`src/rtl/nes_bus_pkg.sv`:
```
// rtl/nes_bus_pkg.sv - shared NES bus types and register addresses for the OAM DMA block.
package nes_bus_pkg;

  typedef enum logic [2:0] {
    IDLE,
    HALT,
    ALIGN,
    READ,
    WRITE
  } dma_state_t;

  localparam logic [15:0] NES_OAM_DMA_ADDR = 16'h4014;
  localparam logic [15:0] NES_OAMDATA_ADDR = 16'h2004;

endpackage

```
`src/rtl/cpu_bus_mux.sv`:
```
// rtl/cpu_bus_mux.sv - selects the system bus master: CPU pass-through or DMA engine.
module cpu_bus_mux (
  input  logic        dma_sel_i,
  input  logic [15:0] cpu_a_i,
  input  logic [7:0]  cpu_d_i,
  input  logic        cpu_rd_i,
  input  logic        cpu_wr_i,
  input  logic [15:0] dma_a_i,
  input  logic [7:0]  dma_d_i,
  input  logic        dma_rd_i,
  input  logic        dma_wr_i,
  output logic [15:0] bus_a_o,
  output logic [7:0]  bus_d_o,
  output logic        bus_rd_o,
  output logic        bus_wr_o
);

  assign bus_a_o  = dma_sel_i ? dma_a_i  : cpu_a_i;
  assign bus_d_o  = dma_sel_i ? dma_d_i  : cpu_d_i;
  assign bus_rd_o = dma_sel_i ? dma_rd_i : cpu_rd_i;
  assign bus_wr_o = dma_sel_i ? dma_wr_i : cpu_wr_i;

endmodule

```
`src/rtl/oam_dma_ctrl.sv`:
```
// rtl/oam_dma_ctrl.sv - NES sprite OAM DMA controller; OAM_DMA_ALIGN_EN enables the get/put ALIGN cycle.
module oam_dma_ctrl
  import nes_bus_pkg::*;
#(
  parameter logic [15:0] DMA_REG_ADDR  = NES_OAM_DMA_ADDR,
  parameter logic [15:0] OAM_DATA_ADDR = NES_OAMDATA_ADDR
) (
  input  logic        clk_clk_i,
  input  logic        rst_rst_n_i,
  input  logic [15:0] cpu_a_i,
  input  logic [7:0]  cpu_d_i,
  input  logic        cpu_rd_i,
  input  logic        cpu_wr_i,
  output logic        rdy_o,
  output logic [15:0] bus_a_o,
  output logic [7:0]  bus_d_o,
  output logic        bus_rd_o,
  output logic        bus_wr_o,
  input  logic [7:0]  bus_d_i,
  output logic        dma_busy_o
);

  dma_state_t  state_q, state_d;
  logic        put_q;
  logic [7:0]  page_q, page_d;
  logic [7:0]  idx_q, idx_d;
  logic [7:0]  data_q, data_d;

  logic        dma_sel;
  logic [15:0] dma_a;
  logic [7:0]  dma_d;
  logic        dma_rd;
  logic        dma_wr;

  always_ff @(posedge clk_clk_i or negedge rst_rst_n_i) begin
    if (!rst_rst_n_i) begin
      state_q <= IDLE;
      put_q   <= 1'b0;
      page_q  <= 8'h00;
      idx_q   <= 8'h00;
      data_q  <= 8'h00;
    end else begin
      state_q <= state_d;
      put_q   <= ~put_q;
      page_q  <= page_d;
      idx_q   <= idx_d;
      data_q  <= data_d;
    end
  end

  always_comb begin
    state_d = state_q;
    page_d  = page_q;
    idx_d   = idx_q;
    data_d  = data_q;
    dma_sel = 1'b0;
    dma_a   = {page_q, idx_q};
    dma_d   = data_q;
    dma_rd  = 1'b0;
    dma_wr  = 1'b0;
    unique case (state_q)
      IDLE: begin
        if (cpu_wr_i && (cpu_a_i == DMA_REG_ADDR)) begin
          page_d  = cpu_d_i;
          idx_d   = 8'h00;
          state_d = HALT;
        end
      end
      HALT: begin
        // A 6502 write cycle cannot be stalled, so only a read cycle counts as the halt.
        if (!cpu_wr_i) begin
`ifdef OAM_DMA_ALIGN_EN
          state_d = put_q ? READ : ALIGN;
`else
          state_d = READ;
`endif
        end
      end
      ALIGN: begin
        dma_sel = 1'b1;
        state_d = READ;
      end
      READ: begin
        dma_sel = 1'b1;
        dma_rd  = 1'b1;
        data_d  = bus_d_i;
        state_d = WRITE;
      end
      WRITE: begin
        dma_sel = 1'b1;
        dma_a   = OAM_DATA_ADDR;
        dma_wr  = 1'b1;
        idx_d   = idx_q + 8'd1;
        state_d = (idx_q == 8'hFF) ? IDLE : READ;
      end
      default: state_d = IDLE;
    endcase
  end

  assign rdy_o      = (state_q == IDLE);
  assign dma_busy_o = (state_q != IDLE);

  cpu_bus_mux u_bus_mux (
    .dma_sel_i (dma_sel),
    .cpu_a_i   (cpu_a_i),
    .cpu_d_i   (cpu_d_i),
    .cpu_rd_i  (cpu_rd_i),
    .cpu_wr_i  (cpu_wr_i),
    .dma_a_i   (dma_a),
    .dma_d_i   (dma_d),
    .dma_rd_i  (dma_rd),
    .dma_wr_i  (dma_wr),
    .bus_a_o   (bus_a_o),
    .bus_d_o   (bus_d_o),
    .bus_rd_o  (bus_rd_o),
    .bus_wr_o  (bus_wr_o)
  );

endmodule

```
`config.mk`:
```
export PLATFORM = sky130hd
export DESIGN_NAME = oam_dma_ctrl
export DESIGN_NICKNAME = d
export VERILOG_FILES = /design/src/rtl/nes_bus_pkg.sv /design/src/rtl/cpu_bus_mux.sv /design/src/rtl/oam_dma_ctrl.sv
export SDC_FILE = /design/constraint.sdc
export NUM_CORES = 1
export LEC_CHECK = 0
export ABC_AREA = 1
export CORE_MARGIN = 2
export CORE_UTILIZATION = 35
export DETAILED_ROUTE_END_ITERATION = 7
export MAX_ROUTING_LAYER = met4
export PLACE_DENSITY = 0.68
export SYNTH_ARGS = -nofsm -noshare
export SYNTH_HDL_FRONTEND = slang
export SYNTH_SLANG_ARGS = --single-unit
```
`constraint.sdc`:
```
create_clock -name clk_clk_i -period 1.5 [get_ports clk_clk_i]
set_input_delay 0.225 -clock clk_clk_i [delete_from_list [all_inputs] [get_ports clk_clk_i]]
set_output_delay 0.225 -clock clk_clk_i [all_outputs]
set_load 0.01 [all_outputs]
```
==> results of run 1 <==
## cell families after synthesis
kind of cell    count (synthesis)
simple gates                  143
buf+inv                        28
flops                          27
compound gates                 29
fa+ha+maj                       1
## cells in the final DEF (no fill, tap or decap), types with 2 or more instances in the layout
cell	count
nand2_1	80
clkdlybuf4s50_1	35
buf_4	35
dfrtp_1	26
buf_2	25
nand3_1	20
inv_1	16
nand2_2	15
nor2_1	12
buf_6	11
nand4_1	8
a21oi_1	7
o21ai_0	6
a22o_1	5
o21ai_1	4
inv_2	3
inv_4	3
o21ai_2	3
clkbuf_8	3
nor2_8	2
inv_8	2
nor3_4	2
o211ai_1	2
buf_12	2
## cell type report
type / count / area (sq um)
timing repair inverter: 2 / 12.5
inverter: 23 / 104
timing repair buffer: 109 / 917
clock inverter: 1 / 5.00
fill: 412 / 1700
clock buffer: 3 / 41.3
tap: 52 / 65.1
multi-input combinational: 173 / 927
sequential: 27 / 677
## final timing paths
path | to | slack, ns | depth (start not counted)
min | idx_q[4] | 0.31 | 2
max in group asynchronous | state_q[2] | 0.90 | 2
max | bus_a_o[9] | -0.34 | 7
max reg2reg | page_q[3] | -0.06 | 8
min in group clk_clk_i | data_q[7] | 0.48 | 3
min reg2reg | data_q[6] | 0.48 | 2
## stage by stage
stage	hold slack [ns]	instances	setup WS (ns)	power, mW
after floorplan	-0.0706	228	0.0510	0.829
after global placement	0.459	368	-0.296	1.05
after detailed placement	0.460	368	-0.348	1.05
after CTS	0.322	382	-0.312	1.44
after global routing	0.338	390	-0.387	1.51
final	0.311	390	-0.338	1.44
## per-layer routing
metal	global-route usage, %	part of all wire, %	wire length [microns]	vias to the layer above
li1	-	-	-	967
met1	28.2	43	2320	869
met2	31.1	49	2630	74
met3	2.36	6.3	336	6
met4	6.38	1.3	69	0
met5	-	0	0	-
## worst max-delay path, stage by stage (launching register included)
cell and delay, ns:
dfrtp_2 0.46, nor2_4 0.16, buf_6 0.13, nor2_8 0.05, buf_8 0.13, buf_6 0.11
a22o_1 0.17, buf_2 0.13
## sequential cells by signal (all words and copies together), names as in the netlist
signal / flops
page_q: 8
state_q: 3
idx_q: 8
data_q: 8
## synthesized netlist by cell type
master | count | area [sq um]
nand3_1 | 20 | 100
o22ai_2 | 2 | 25.0
a21oi_1 | 7 | 35.0
nor2_4 | 1 | 11.3
dfrtp_1 | 27 | 676
clkinv_1 | 1 | 3.75
buf_2 | 3 | 15.0
buf_6 | 1 | 11.3
nor3_4 | 1 | 16.3
ha_1 | 1 | 12.5
inv_2 | 6 | 22.5
nand4_1 | 8 | 50.1
nor2_1 | 12 | 45.0
o21ai_1 | 4 | 20.0
nand3_2 | 2 | 20.0
nor3_2 | 1 | 10.0
inv_1 | 16 | 60.1
nand2_1 | 96 | 360
o21ai_0 | 9 | 45.0
a22o_1 | 5 | 43.8
nor2_8 | 2 | 40.0
o211ai_1 | 2 | 15.0
buf_4 | 1 | 7.51
## power breakdown
part,leakage (nW),switching (mW),internal [mW],total (mW)
registers,0.357,0.00751,0.738,0.746
logic,1.07,0.109,0.161,0.270
clock network,0.0255,0.240,0.186,0.427
## what timing repair did
| item | in CTS | in global routing |
|---|---|---|
| cloned | 2 | 1 |
| endpoints found under the hold margin | 0 | 0 |
| pin swaps | 11 | 13 |
| setup buffers | 10 | 11 |
| setup endpoints to repair | 44 | 44 |
| gates resized for setup | 135 | 28 |
==> metrics.txt, run 1 <==
status=complete, but fails checks; violated checks=setup timing; Setup crit end kind=primary output; simple-gate area share of the yosys netlist=39.7%; Overflow after GRT=0; FF+latch count, synth=27; final core occ=61.9%; critical path type=flop to primary output; RSZ-0062 raised after global routing=yes; reg2reg start=state_q[1]; max-slew violation count=0; final setup margin=-0.338 ns; Finished Cell Area=0.00275 sq mm; Synth Area in Compound Gates=11.2%; clk slew on worst S/H paths=0.10 ns; DR vias/cell=4.91; final wirelength=5350 microns; sequential fraction of the synthesis area=41.1%; Lkg Pwr=1.45 nW; dpl hpwl=3630 microns; Crit. Startpoint=state_q[2]; largest net degree at the start of global routing=28; setup TNS=-7.37 ns; PwrDens=525 mW/mm^2; Final Critical Period=1.84 ns; TritonCTS Buffers=3; first-pass GRT wire length=8270 microns; critical path data required time=1.27 ns; I/O Buffers=63; mapped cell area=0.00165 sq mm; Syn Area/Cell=7.22 sq um; initial antenna violation count=0; CTS tree=built; GRT Overall Usage=20.3%; Antenna Nets Post-Route=0; Post-Syn Nets=265; Netlist cell types=23; post-synthesis xor/xnor area fraction=0%; final count of negative-setup-slack endpoints=42; Initial DRC Count=151; worst-skew pair later-pin latency=0.27 ns; Slew headroom=75.8%; crit-path max FO=6; H-tree levels=1; Post-Syn Instances=228; Layout area overhead=67.1%; Worst Tran Pin Value=0.363 ns; Die H=72.6 microns; clock net sink count=27; critical path arrival=1.61 ns; Hold Fails Final Rpt=0; Syn. warnings=0; core area=0.00444 sq mm; Worst Skew=0.00231 ns; Fmax achieved=544 MHz; die area=0.00527 sq mm; fraction of layout cells with a size suffix above 1=34.0%; fin nets=376; io pins=64; CTS Hold Bufs=0; VDD IR max=340 uV; first drt pass iteration count=4; ANT cells=0; starting density of the core=37.0%; Die X=72.6 microns; crit start category=flop; DRC violations left=0; Placer Congestion=0.837; Site Rows=24; Hold WC Path Type=input port to asynchronous set/reset pin; Tcrit/Tclk final=123%; vias in the first global route=1,756; mux share of post-synthesis cell area=0%; Post-DP Area=0.00253 sq mm; DR WL/cell=13.7 microns; max-cap check violation count=0; adder-cell share of the synthesized area=0.760%; Root Driver=clkbuf_8; CTS max path bufs=2; DR vias=1,916; largest family of logic cells by synthesized area=simple AND/OR/NAND/NOR gates
Note: power is estimated with default switching activity, not from simulation.
==> run 2, diff against run 1 <==
Settings changed: SLEW_MARGIN from default to 20, TNS_END_PERCENT from default to 100.
Clock period 1.5 ns to 1.7 ns, I/O delays scaled along.
==> run 2 against run 1 <==
  * The flow still finishes with violations (setup timing)
  * Worst hold slack improved by 0.023 ns
  * Sequential share of layout area rose by 1.2 points
  * Core utilization fell by 2.9 points
  * Setup slack improved by 0.24 ns
  * Critical path depth fell by 2
  * Clock skew rose by 0.0028 ns
  * Clock-buffer cell count did not move
  * Sequential cell count did not move
  * First-iteration DRC count fell by 28%
  * Final cell count fell by 5.1%
  * Routed wire length fell by 7.5%
  * Critical endpoint is now bus_a_o[10]
==> metrics.txt, run 2 (synthesis results as in run 1) <==
Power Total=1.29 mW (-11%); DRC violations left=0 (unchanged); Worst Tran Pin Value=0.355 ns (-0.00797 ns); crit start category=flop; worst-skew pair later-pin latency=0.28 ns (about the same); largest net degree at the start of global routing=28 (unchanged); clock net sink count=27 (unchanged); TritonCTS Buffers=3 (unchanged); Layout area overhead=59.2%; max-cap check violation count=0 (unchanged); Hold Fails Final Rpt=0 (unchanged); dpl hpwl=3570 microns (-1.5%); crit-path max FO=5 (-1); first-pass GRT wire length=8000 microns (-3.3%); Initial DRC Count=108 (-28%); VDD IR max=326 uV (-4.2%); I/O Buffers=63 (unchanged); critical path arrival=1.54 ns (-0.07 ns); Hold WC Path Type=input port to asynchronous set/reset pin; most common cell after layout, fill and taps aside=nand2_1; Post-Place Cells=359 (-2.4%); final core occ=59.0% (-2.9 points); final setup margin=-0.0989 ns (+0.240 ns); Placer Congestion=0.892 (+6.6%); fraction of layout cells with a size suffix above 1=29.2% (-4.8 points); Post-DP Area=0.00246 sq mm (-2.7%); Setup crit end kind=primary output; RSZ-0062 raised after global routing=yes; starting density of the core=37.0% (unchanged); DR vias=1,807 (-5.7%); Finished Cell Area=0.00262 sq mm (-4.7%); CTS tree=built; Lkg Pwr=1.36 nW (-6.8%); register area=677 sq um (unchanged); core area=0.00444 sq mm (unchanged); io pins=64 (unchanged); critical path data required time=1.44 ns (+0.17 ns); most frequent cells in the layout=81 x nand2_1, 35 x clkdlybuf4s50_1, 26 x dfrtp_1; first drt pass iteration count=4 (unchanged); final count of negative-setup-slack endpoints=25 (-40%); DR vias/cell=4.88 (-0.59%); area occupied by multi-input gates=955 sq um (+3.0%); GRT Overall Usage=19.7% (-0.61 points); status=complete, but fails checks; vias in the first global route=1,699 (-3.2%); ANT cells=0 (unchanged); Cell Count, Final, Fillers Out=370 (-5.1%); violated checks=setup timing; Die H=72.6 microns (unchanged); fin nets=356 (-5.3%); Fmax achieved=556 MHz; clk slew on worst S/H paths=0.10 ns (about the same); Final Critical Period=1.80 ns; H-tree levels=1 (unchanged); critical path type=flop to primary output; Root Driver=clkbuf_8; Die X=72.6 microns (unchanged); # fillers=445 (+8.0%); Antenna Nets Post-Route=0 (unchanged); Overflow after GRT=0 (unchanged); R2R Setup Slk=0.13 ns (+0.19 ns); DR WL/cell=13.4 microns (-2.5%); CTS max path bufs=2 (unchanged); PwrDens=491 mW/mm^2 (-6.5%); max-slew violation count=0 (unchanged); biggest regs=data_q (8), idx_q (8), page_q (8); Worst Skew=0.00509 ns (+0.00278 ns); die area=0.00527 sq mm (unchanged); Tcrit/Tclk final=106%; final wirelength=4950 microns (-7.5%); initial antenna violation count=0 (unchanged); Slew headroom=76.3% (+0.53 points); Site Rows=24 (unchanged)
-- run 2: cell count changes in the layout (fill, tap and decap cells not counted), moves of 2 or more --
cell      before  now
clkbuf_2       0    2
buf_12         2    0
nand2_4        1    6
o21ai_2        3    1
buf_2         25   22
inv_4          3    1
nand2_2       15    9
o21ai_1        4    6
buf_4         35   20
-- run 2: routing by layer --
metal / vias up / wire length [microns] / GRT usage [%]
met5: - / 0 / -
met4: 0 / 46 / 4.53
met3: 4 / 213 / 2.78
met2: 46 / 2410 / 31.3
met1: 834 / 2280 / 26.8
li1: 923 / - / -
-- run 2: final timing paths --
path                                  start          end  depth (start not counted)
min in group clk_clk_i            page_q[5]    page_q[5]                          2
max in group asynchronous       rst_rst_n_i   state_q[2]                          2
worst max register to register   state_q[2]     idx_q[1]                          6
worst min-delay path            rst_rst_n_i     idx_q[4]                          2
worst min register to register    page_q[5]    page_q[5]                          2
worst max-delay path             state_q[2]  bus_a_o[10]                          5
-- run 2: critical path: stages, from the launching register on --
cell and delay, ns:
dfrtp_2 0.46, nor2_4 0.24, nor2_8 0.08, clkbuf_16 0.17, a22o_1 0.17, buf_2 0.13
-- run 2: power by group --
group          internal [mW]  switching [mW]
registers              0.652         0.00591
clock network          0.167           0.227
logic                  0.138          0.0966
-- run 2: area by class of cell --
class                           count  share of cell area, %
Multi-Input combinational cell    173                   36.4
Timing Repair Buffer               91                   29.5
Sequential cell                    27                   25.8
Inverter                           23                   3.87
Tap cell                           52                   2.48
Clock buffer                        3                   1.58
Clock inverter                      1                  0.287
-- run 2: metrics by stage --
| stage | TNS (ns) | setup slack [ns] | hold slack (ns) |
|---|---|---|---|
| after global routing | -3.09 | -0.170 | 0.369 |
| after floorplan | 0 | 0.221 | -0.0406 |
| after global placement | -2.34 | -0.124 | 0.460 |
| after CTS | -0.185 | -0.0859 | 0.351 |
| final | -1.07 | -0.0989 | 0.334 |
| after detailed placement | -3.09 | -0.165 | 0.461 |
-- run 2: timing repair --
action,4_1_cts,5_1_grt
cloned,0,1
pin swaps,3,13
hold buffers,0,0
gates resized for setup,119,40
setup buffers,6,0
setup endpoints to repair,36,34
